<file path="src/rtl/serializer_pkg.sv">
// Shared types for the word serializer: FSM state encoding and gap counter width.
package serializer_pkg;

    typedef enum logic [1:0] {
        SER_IDLE,
        SER_SHIFT,
        SER_GAP
    } ser_state_t;

    localparam int GAP_CNT_W = 4;

endpackage

</file>
<file path="src/rtl/word_serializer_if.sv">
// Word-in / bit-out bundle of the serializer; master is the word source, slave is the serializer.
interface word_serializer_if #(
    parameter int WIDTH = 8
);
    logic             in_valid;
    logic             in_ready;
    logic [WIDTH-1:0] in_data;
    logic             dout;
    logic             dout_valid;
    logic             frame_start;
    logic             frame_end;
    logic             busy;

    modport master (
        output in_valid, in_data,
        input  in_ready, dout, dout_valid, frame_start, frame_end, busy
    );

    modport slave (
        input  in_valid, in_data,
        output in_ready, dout, dout_valid, frame_start, frame_end, busy
    );
endinterface

</file>
<file path="src/rtl/ser_shift_reg.sv">
// Loadable shift register with registered serial output; one bit per load/shift, 0 otherwise.
// With SERIALIZER_PARITY_EN it accumulates the XOR of emitted data bits and can emit it as a trailing bit.
module ser_shift_reg #(
    parameter int WIDTH     = 8,
    parameter int MSB_FIRST = 1
) (
    input  logic             clk,
    input  logic             reset,
    input  logic             load,
    input  logic             shift,
`ifdef SERIALIZER_PARITY_EN
    input  logic             emit_par,
`endif
    input  logic [WIDTH-1:0] load_data,
    output logic             ser_out
);

    logic [WIDTH-1:0] sreg;
`ifdef SERIALIZER_PARITY_EN
    logic             par;
`endif

    function automatic logic head(input logic [WIDTH-1:0] v);
        return (MSB_FIRST != 0) ? v[WIDTH-1] : v[0];
    endfunction

    function automatic logic [WIDTH-1:0] advance(input logic [WIDTH-1:0] v);
        return (MSB_FIRST != 0) ? {v[WIDTH-2:0], 1'b0} : {1'b0, v[WIDTH-1:1]};
    endfunction

    // The first bit leaves on the load edge itself, so sreg always holds only the unsent bits.
    always_ff @(posedge clk or posedge reset) begin
        if (reset) begin
            sreg    <= '0;
            ser_out <= 1'b0;
`ifdef SERIALIZER_PARITY_EN
            par     <= 1'b0;
`endif
        end else if (load) begin
            ser_out <= head(load_data);
            sreg    <= advance(load_data);
`ifdef SERIALIZER_PARITY_EN
            par     <= head(load_data);
`endif
        end else if (shift) begin
            ser_out <= head(sreg);
            sreg    <= advance(sreg);
`ifdef SERIALIZER_PARITY_EN
            par     <= par ^ head(sreg);
        end else if (emit_par) begin
            ser_out <= par;
`endif
        end else begin
            ser_out <= 1'b0;
        end
    end

endmodule

</file>
<file path="src/rtl/word_serializer.sv">
// Serializes WIDTH-bit words onto dout, bit k of a word accepted in cycle A appears in A+1+k; in_ready is
// registered and drops while a frame/gap is in progress. Optional trailing even-parity bit: SERIALIZER_PARITY_EN.
module word_serializer
    import serializer_pkg::*;
#(
    parameter int WIDTH      = 8,
    parameter int MSB_FIRST  = 1,
    parameter int GAP_CYCLES = 0
) (
    input  logic               clk,
    input  logic               reset,
    word_serializer_if.slave   bus
);

`ifdef SERIALIZER_PARITY_EN
    localparam int FRAME_LEN = WIDTH + 1;
`else
    localparam int FRAME_LEN = WIDTH;
`endif
    localparam int BCW = $clog2(WIDTH + 2);
    localparam logic [BCW-1:0]       LAST_IDX = BCW'(FRAME_LEN - 1);
    localparam logic [GAP_CNT_W-1:0] GAP_LAST = GAP_CNT_W'((GAP_CYCLES > 0) ? GAP_CYCLES - 1 : 0);

    ser_state_t           state;
    logic [BCW-1:0]       bit_cnt;
    logic [GAP_CNT_W-1:0] gap_cnt;
    logic                 in_ready_q;
    logic                 dout_valid_q;
    logic                 frame_start_q;
    logic                 frame_end_q;

    logic                 accept;
    logic                 last_bit;
    logic                 step;
    logic                 shift_en;
    logic [BCW-1:0]       next_cnt;

    assign accept   = bus.in_valid && in_ready_q;
    assign last_bit = (state == SER_SHIFT) && (bit_cnt == LAST_IDX);
    assign step     = (state == SER_SHIFT) && !last_bit;
    assign next_cnt = bit_cnt + BCW'(1);

`ifdef SERIALIZER_PARITY_EN
    logic emit_par;
    assign emit_par = step && (bit_cnt == BCW'(WIDTH - 1));
    assign shift_en = step && !emit_par;
`else
    assign shift_en = step;
`endif

    ser_shift_reg #(
        .WIDTH     (WIDTH),
        .MSB_FIRST (MSB_FIRST)
    ) u_shift (
        .clk       (clk),
        .reset     (reset),
        .load      (accept),
        .shift     (shift_en),
`ifdef SERIALIZER_PARITY_EN
        .emit_par  (emit_par),
`endif
        .load_data (bus.in_data),
        .ser_out   (bus.dout)
    );

    // bit_cnt holds the index of the bit currently on dout.
    always_ff @(posedge clk or posedge reset) begin
        if (reset) begin
            state         <= SER_IDLE;
            bit_cnt       <= '0;
            gap_cnt       <= '0;
            in_ready_q    <= 1'b0;
            dout_valid_q  <= 1'b0;
            frame_start_q <= 1'b0;
            frame_end_q   <= 1'b0;
        end else begin
            frame_start_q <= 1'b0;
            frame_end_q   <= 1'b0;
            unique case (state)
                SER_IDLE: begin
                    in_ready_q <= 1'b1;
                    if (accept) begin
                        state         <= SER_SHIFT;
                        bit_cnt       <= '0;
                        in_ready_q    <= 1'b0;
                        dout_valid_q  <= 1'b1;
                        frame_start_q <= 1'b1;
                    end
                end
                SER_SHIFT: begin
                    if (!last_bit) begin
                        bit_cnt     <= next_cnt;
                        frame_end_q <= (next_cnt == LAST_IDX);
                        in_ready_q  <= (GAP_CYCLES == 0) && (next_cnt == LAST_IDX);
                    end else if (accept) begin
                        bit_cnt       <= '0;
                        frame_start_q <= 1'b1;
                        in_ready_q    <= 1'b0;
                    end else if (GAP_CYCLES > 0) begin
                        state        <= SER_GAP;
                        gap_cnt      <= '0;
                        dout_valid_q <= 1'b0;
                        in_ready_q   <= 1'b0;
                    end else begin
                        state        <= SER_IDLE;
                        dout_valid_q <= 1'b0;
                        in_ready_q   <= 1'b1;
                    end
                end
                SER_GAP: begin
                    if (gap_cnt == GAP_LAST) begin
                        state      <= SER_IDLE;
                        in_ready_q <= 1'b1;
                    end else begin
                        gap_cnt <= gap_cnt + GAP_CNT_W'(1);
                    end
                end
                default: state <= SER_IDLE;
            endcase
        end
    end

    assign bus.in_ready    = in_ready_q;
    assign bus.dout_valid  = dout_valid_q;
    assign bus.frame_start = frame_start_q;
    assign bus.frame_end   = frame_end_q;
    assign bus.busy        = (state != SER_IDLE);

endmodule

</file>
<file path="src/flat_wrapper.sv">
// flat-port wrapper written by rule: the top's interface ports become plain ports
module word_serializer_flat import serializer_pkg::*;
#(
    parameter int WIDTH      = 8,
    parameter int MSB_FIRST  = 1,
    parameter int GAP_CYCLES = 0
)
  (clk, reset, bus_in_valid, bus_in_data, bus_in_ready, bus_dout, bus_dout_valid, bus_frame_start, bus_frame_end, bus_busy);
  word_serializer_if #(.WIDTH(WIDTH)) bus_i ();
  input  logic clk;
  input  logic reset;
  input wire logic [$bits(bus_i.in_valid)-1:0] bus_in_valid;
  input wire logic [$bits(bus_i.in_data)-1:0] bus_in_data;
  output wire logic [$bits(bus_i.in_ready)-1:0] bus_in_ready;
  output wire logic [$bits(bus_i.dout)-1:0] bus_dout;
  output wire logic [$bits(bus_i.dout_valid)-1:0] bus_dout_valid;
  output wire logic [$bits(bus_i.frame_start)-1:0] bus_frame_start;
  output wire logic [$bits(bus_i.frame_end)-1:0] bus_frame_end;
  output wire logic [$bits(bus_i.busy)-1:0] bus_busy;
  assign bus_i.in_valid = bus_in_valid;
  assign bus_i.in_data = bus_in_data;
  assign bus_in_ready = bus_i.in_ready;
  assign bus_dout = bus_i.dout;
  assign bus_dout_valid = bus_i.dout_valid;
  assign bus_frame_start = bus_i.frame_start;
  assign bus_frame_end = bus_i.frame_end;
  assign bus_busy = bus_i.busy;
  word_serializer #(.WIDTH(WIDTH), .MSB_FIRST(MSB_FIRST), .GAP_CYCLES(GAP_CYCLES)) u_core (.clk(clk), .reset(reset), .bus(bus_i));
endmodule
</file>
<file path="config.mk">
export PLATFORM = sky130hd
export DESIGN_NAME = word_serializer_flat
export DESIGN_NICKNAME = d
export VERILOG_FILES = /design/src/rtl/serializer_pkg.sv /design/src/rtl/word_serializer_if.sv /design/src/rtl/ser_shift_reg.sv /design/src/rtl/word_serializer.sv /design/src/flat_wrapper.sv
export SDC_FILE = /design/constraint.sdc
export NUM_CORES = 1
export LEC_CHECK = 0
export ABC_CLOCK_PERIOD_IN_PS = 1300
export BUFFER_PORTS_ARGS = -buffer_cell sky130_fd_sc_hd__buf_4
export CAP_MARGIN = 30
export CORE_UTILIZATION = 46
export DETAILED_ROUTE_END_ITERATION = 8
export GPL_ROUTABILITY_DRIVEN = 1
export GPL_TIMING_DRIVEN = 0
export HOLD_SLACK_MARGIN = 0.03
export PLACE_DENSITY = 0.72
export SLEW_MARGIN = 5
export SYNTH_ARGS = -nofsm -noshare
export SYNTH_HDL_FRONTEND = slang
export SYNTH_SLANG_ARGS = --single-unit
</file>
<file path="constraint.sdc">
create_clock -name clk -period 1.3 [get_ports clk]
set_input_delay 0.065 -clock clk [delete_from_list [all_inputs] [get_ports clk]]
set_output_delay 0.065 -clock clk [all_outputs]
set_load 0.1 [all_outputs]
</file>
==> results.json <==
{
  "ant_nets": 0,
  "die_h_um": 43.6,
  "r2r-end": "u_core.bus.in_ready",
  "r2r_slack_ns": -0.02,
  "report.final.slew_viol_count": 0,
  "rsz0062_at_grt": "yes",
  "p_leak_nw": 0.487,
  "wire_per_inst_um": 14.0,
  "yosys_warnings": 0,
  "reg2reg_depth": 5,
  "cp.required_ns": 1.45,
  "reg2reg_from": "u_core.bit_cnt[1]",
  "cts_tree": "built",
  "drive_above_1_share_pct": 36.3,
  "synthFlopType": "dfrtp_1",
  "synth_seq_area_share_pct": 50.4,
  "setup_viol_count_final": 2,
  "start_util_pct": 51.0,
  "vias_per_cell": 5.86,
  "final_cell_count_no_fill": 118,
  "power_density_nw_per_um2": 2750,
  "min_path_cells": 3,
  "clock_latency_ns": 0.28,
  "num_rows": 14,
  "ys_async_sr_fraction_pct": 100,
  "grt_max_degree": 17,
  "syn_avg_cell_area_um2": 10.1,
  "drtIter0Drc": 24,
  "clkTransAtPathRegs_ns": 0.10,
  "status": "finished with violations",
  "path_max_fanout": 8,
  "period_share_pct": 101,
  "dp.cells": 111,
  "fin_nets": 116,
  "hold_start": "bus_in_data[7]",
  "io_buffers": 16,
  "finalWirelength_um": 1650,
  "hold_path_class": "in -> reg",
  "grt_pass1_wl_um": 2850,
  "multi_input_area_um2": 355,
  "ys_types": 25,
  "cts_made_buffers": 3,
  "grt_use_total_pct": 20.5,
  "clock_skew_ns": 0.00405,
  "endpoint_kind": "flop",
  "max-vdd-ir-drop_mv": 1.43,
  "synth_area_um2": 795,
  "tightest_slew_ns": 0.623,
  "arrival_ns": 1.47,
  "clockRootBuffer": "clkbuf_4",
  "antenna_found_initial": 0,
  "synth-seq-cells": 16,
  "area_growth_pct": 28.8,
  "synth_edf_count": 0,
  "drcViolationCount": 4,
  "syn_inst": 79,
  "n_antenna_cell": 0,
  "htreeDepth": 1,
  "final_area_um2": 1020,
  "ff_latch_area_um2": 409,
  "drv_cap": 0,
  "die_area_um2": 1900,
  "die_w_um": 43.6,
  "placed_area_um2": 945,
  "hold_viol": 0,
  "dp.final_hpwl_um": 1110,
  "fmax_mhz": 758,
  "first_pass_iters": 6,
  "grt_pass1_vias": 646,
  "grt-ovfl-total": 0,
  "post-route-util_pct": 65.7,
  "cts_num_sinks": 16,
  "crit_type": "reg -> reg",
  "violations": "DRC, setup timing",
  "fp.coreArea_um2": 1560,
  "clockBufferDepth": 2,
  "finalCriticalPeriod_ns": 1.32,
  "pre_cts_slack_ns": -0.195,
  "num_vias": 691,
  "finalWeightedCongestion": 0.762,
  "hold_path_end": "u_core.u_shift.ser_out",
  "syn_nets": 92,
  "relSlewSlack_pct": 58.4,
  "ios": 17,
  "start_kind": "flop",
  "fillers": 135,
  "timing.final.ws_setup_ns": -0.0191
}
## synth_stat cells (2+ instances only)
cell type / number / area (µm²)
o21ai_0: 9 / 45.0
buf_2: 2 / 10.0
inv_1: 3 / 11.3
nor2_1: 6 / 22.5
nand4_1: 2 / 12.5
nand2_1: 3 / 11.3
o211ai_1: 3 / 22.5
a21oi_1: 3 / 15.0
buf_4: 2 / 15.0
ha_1: 2 / 25.0
nand3_1: 8 / 40.0
dfrtp_1: 16 / 400
buf_6: 2 / 22.5
a31oi_1: 7 / 43.8
## area by class of cell
| type | instances | area share, % |
|---|---|---|
| Sequential cell | 16 | 40.0 |
| Tap cell | 16 | 1.96 |
| Multi-Input combinational cell | 54 | 34.7 |
| Buffer | 5 | 3.79 |
| Clock buffer | 4 | 3.55 |
| Timing Repair Buffer | 20 | 14.9 |
| Inverter | 3 | 1.10 |
## how the worst max path moves through the flow
stage                                     end  cells after the start  slack [ns]         startpoint
final                     u_core.bus.in_ready                      5       -0.02  u_core.bit_cnt[1]
after global routing      u_core.bus.in_ready                      5       -0.07  u_core.bit_cnt[1]
after CTS                 u_core.bus.in_ready                      5       -0.05  u_core.bit_cnt[1]
after detailed placement  u_core.bus.in_ready                      6       -0.19  u_core.bit_cnt[1]
after global placement    u_core.bus.in_ready                      6       -0.18  u_core.bit_cnt[1]
after floorplan           u_core.bus.in_ready                      6       -0.06  u_core.bit_cnt[1]
## through the flow
stage / hold WS, ns / setup TNS [ns] / power (W)
final: 0.0281 / -0.0201 / 0.00281
after global routing: 0.0353 / -0.405 / 0.00300
after CTS: 0.0384 / -0.0916 / 0.00280
after detailed placement: 0.190 / -1.81 / 0.00241
after global placement: 0.166 / -1.63 / 0.00238
after floorplan: -0.0212 / -0.547 / 0.00208
## power by group
group / switching, W / total (W) / internal, W
combinational: 0.00105 / 0.00159 / 0.000540
sequential: 0.000157 / 0.000897 / 0.000740
clock: 0.000151 / 0.000321 / 0.000170
## registers in the layout, indices dropped and copies added, names as in the netlist
| register | flops |
|---|---|
| u_core.bit_cnt | 4 |
| u_core.bus.dout_valid | 1 |
| u_core.bus.frame_end | 1 |
| u_core.bus.frame_start | 1 |
| u_core.bus.in_ready | 1 |
| u_core.u_shift.ser_out | 1 |
| u_core.u_shift.sreg | 7 |
## routing by layer
layer,vias to the layer above,wire [µm],track usage (%)
met2,19,748,31.3
met5,-,0,0
met3,2,69,4.58
li1,339,-,-
met1,331,821,28.8
met4,0,9,6.88
## worst max-delay path, stage by stage (launching register included)
cell and delay, ns:
dfrtp_2 0.44, ha_4 0.17, and3b_1 0.16, buf_6 0.14
o21ai_4 0.16, o211ai_1 0.12
## kinds of logic after synthesis
group / count (synthesis) / share of synthesized area (%)
DFF: 16 / 50.4
muxes: 1 / 1.26
adders and majority gates: 2 / 3.15
and+or+nand+nor: 25 / 17.2
buffers and inverters: 9 / 7.40
AOI/OAI and AO/OA: 26 / 20.6
## cell usage in the layout (no fill, tap or decap), types with 2 or more instances in the layout
cell	count
o21ai_1	3
nand4_1	2
nor2_1	6
buf_4	21
o211ai_1	3
dfrtp_1	13
dfrtp_4	2
nand2_1	2
a31oi_1	7
nand3_1	8
o21ai_0	7
clkbuf_4	4
inv_1	2
a21oi_1	3
## repair_timing
item                                    4_1_cts  5_1_grt
hold buffers                                  1        0
endpoints found under the setup margin       13       12
hold endpoints to repair                     16        0
resized for setup                             3        4
pin swaps                                     5        6
setup buffers                                 3        0
(Power assumes the default switching activity.)
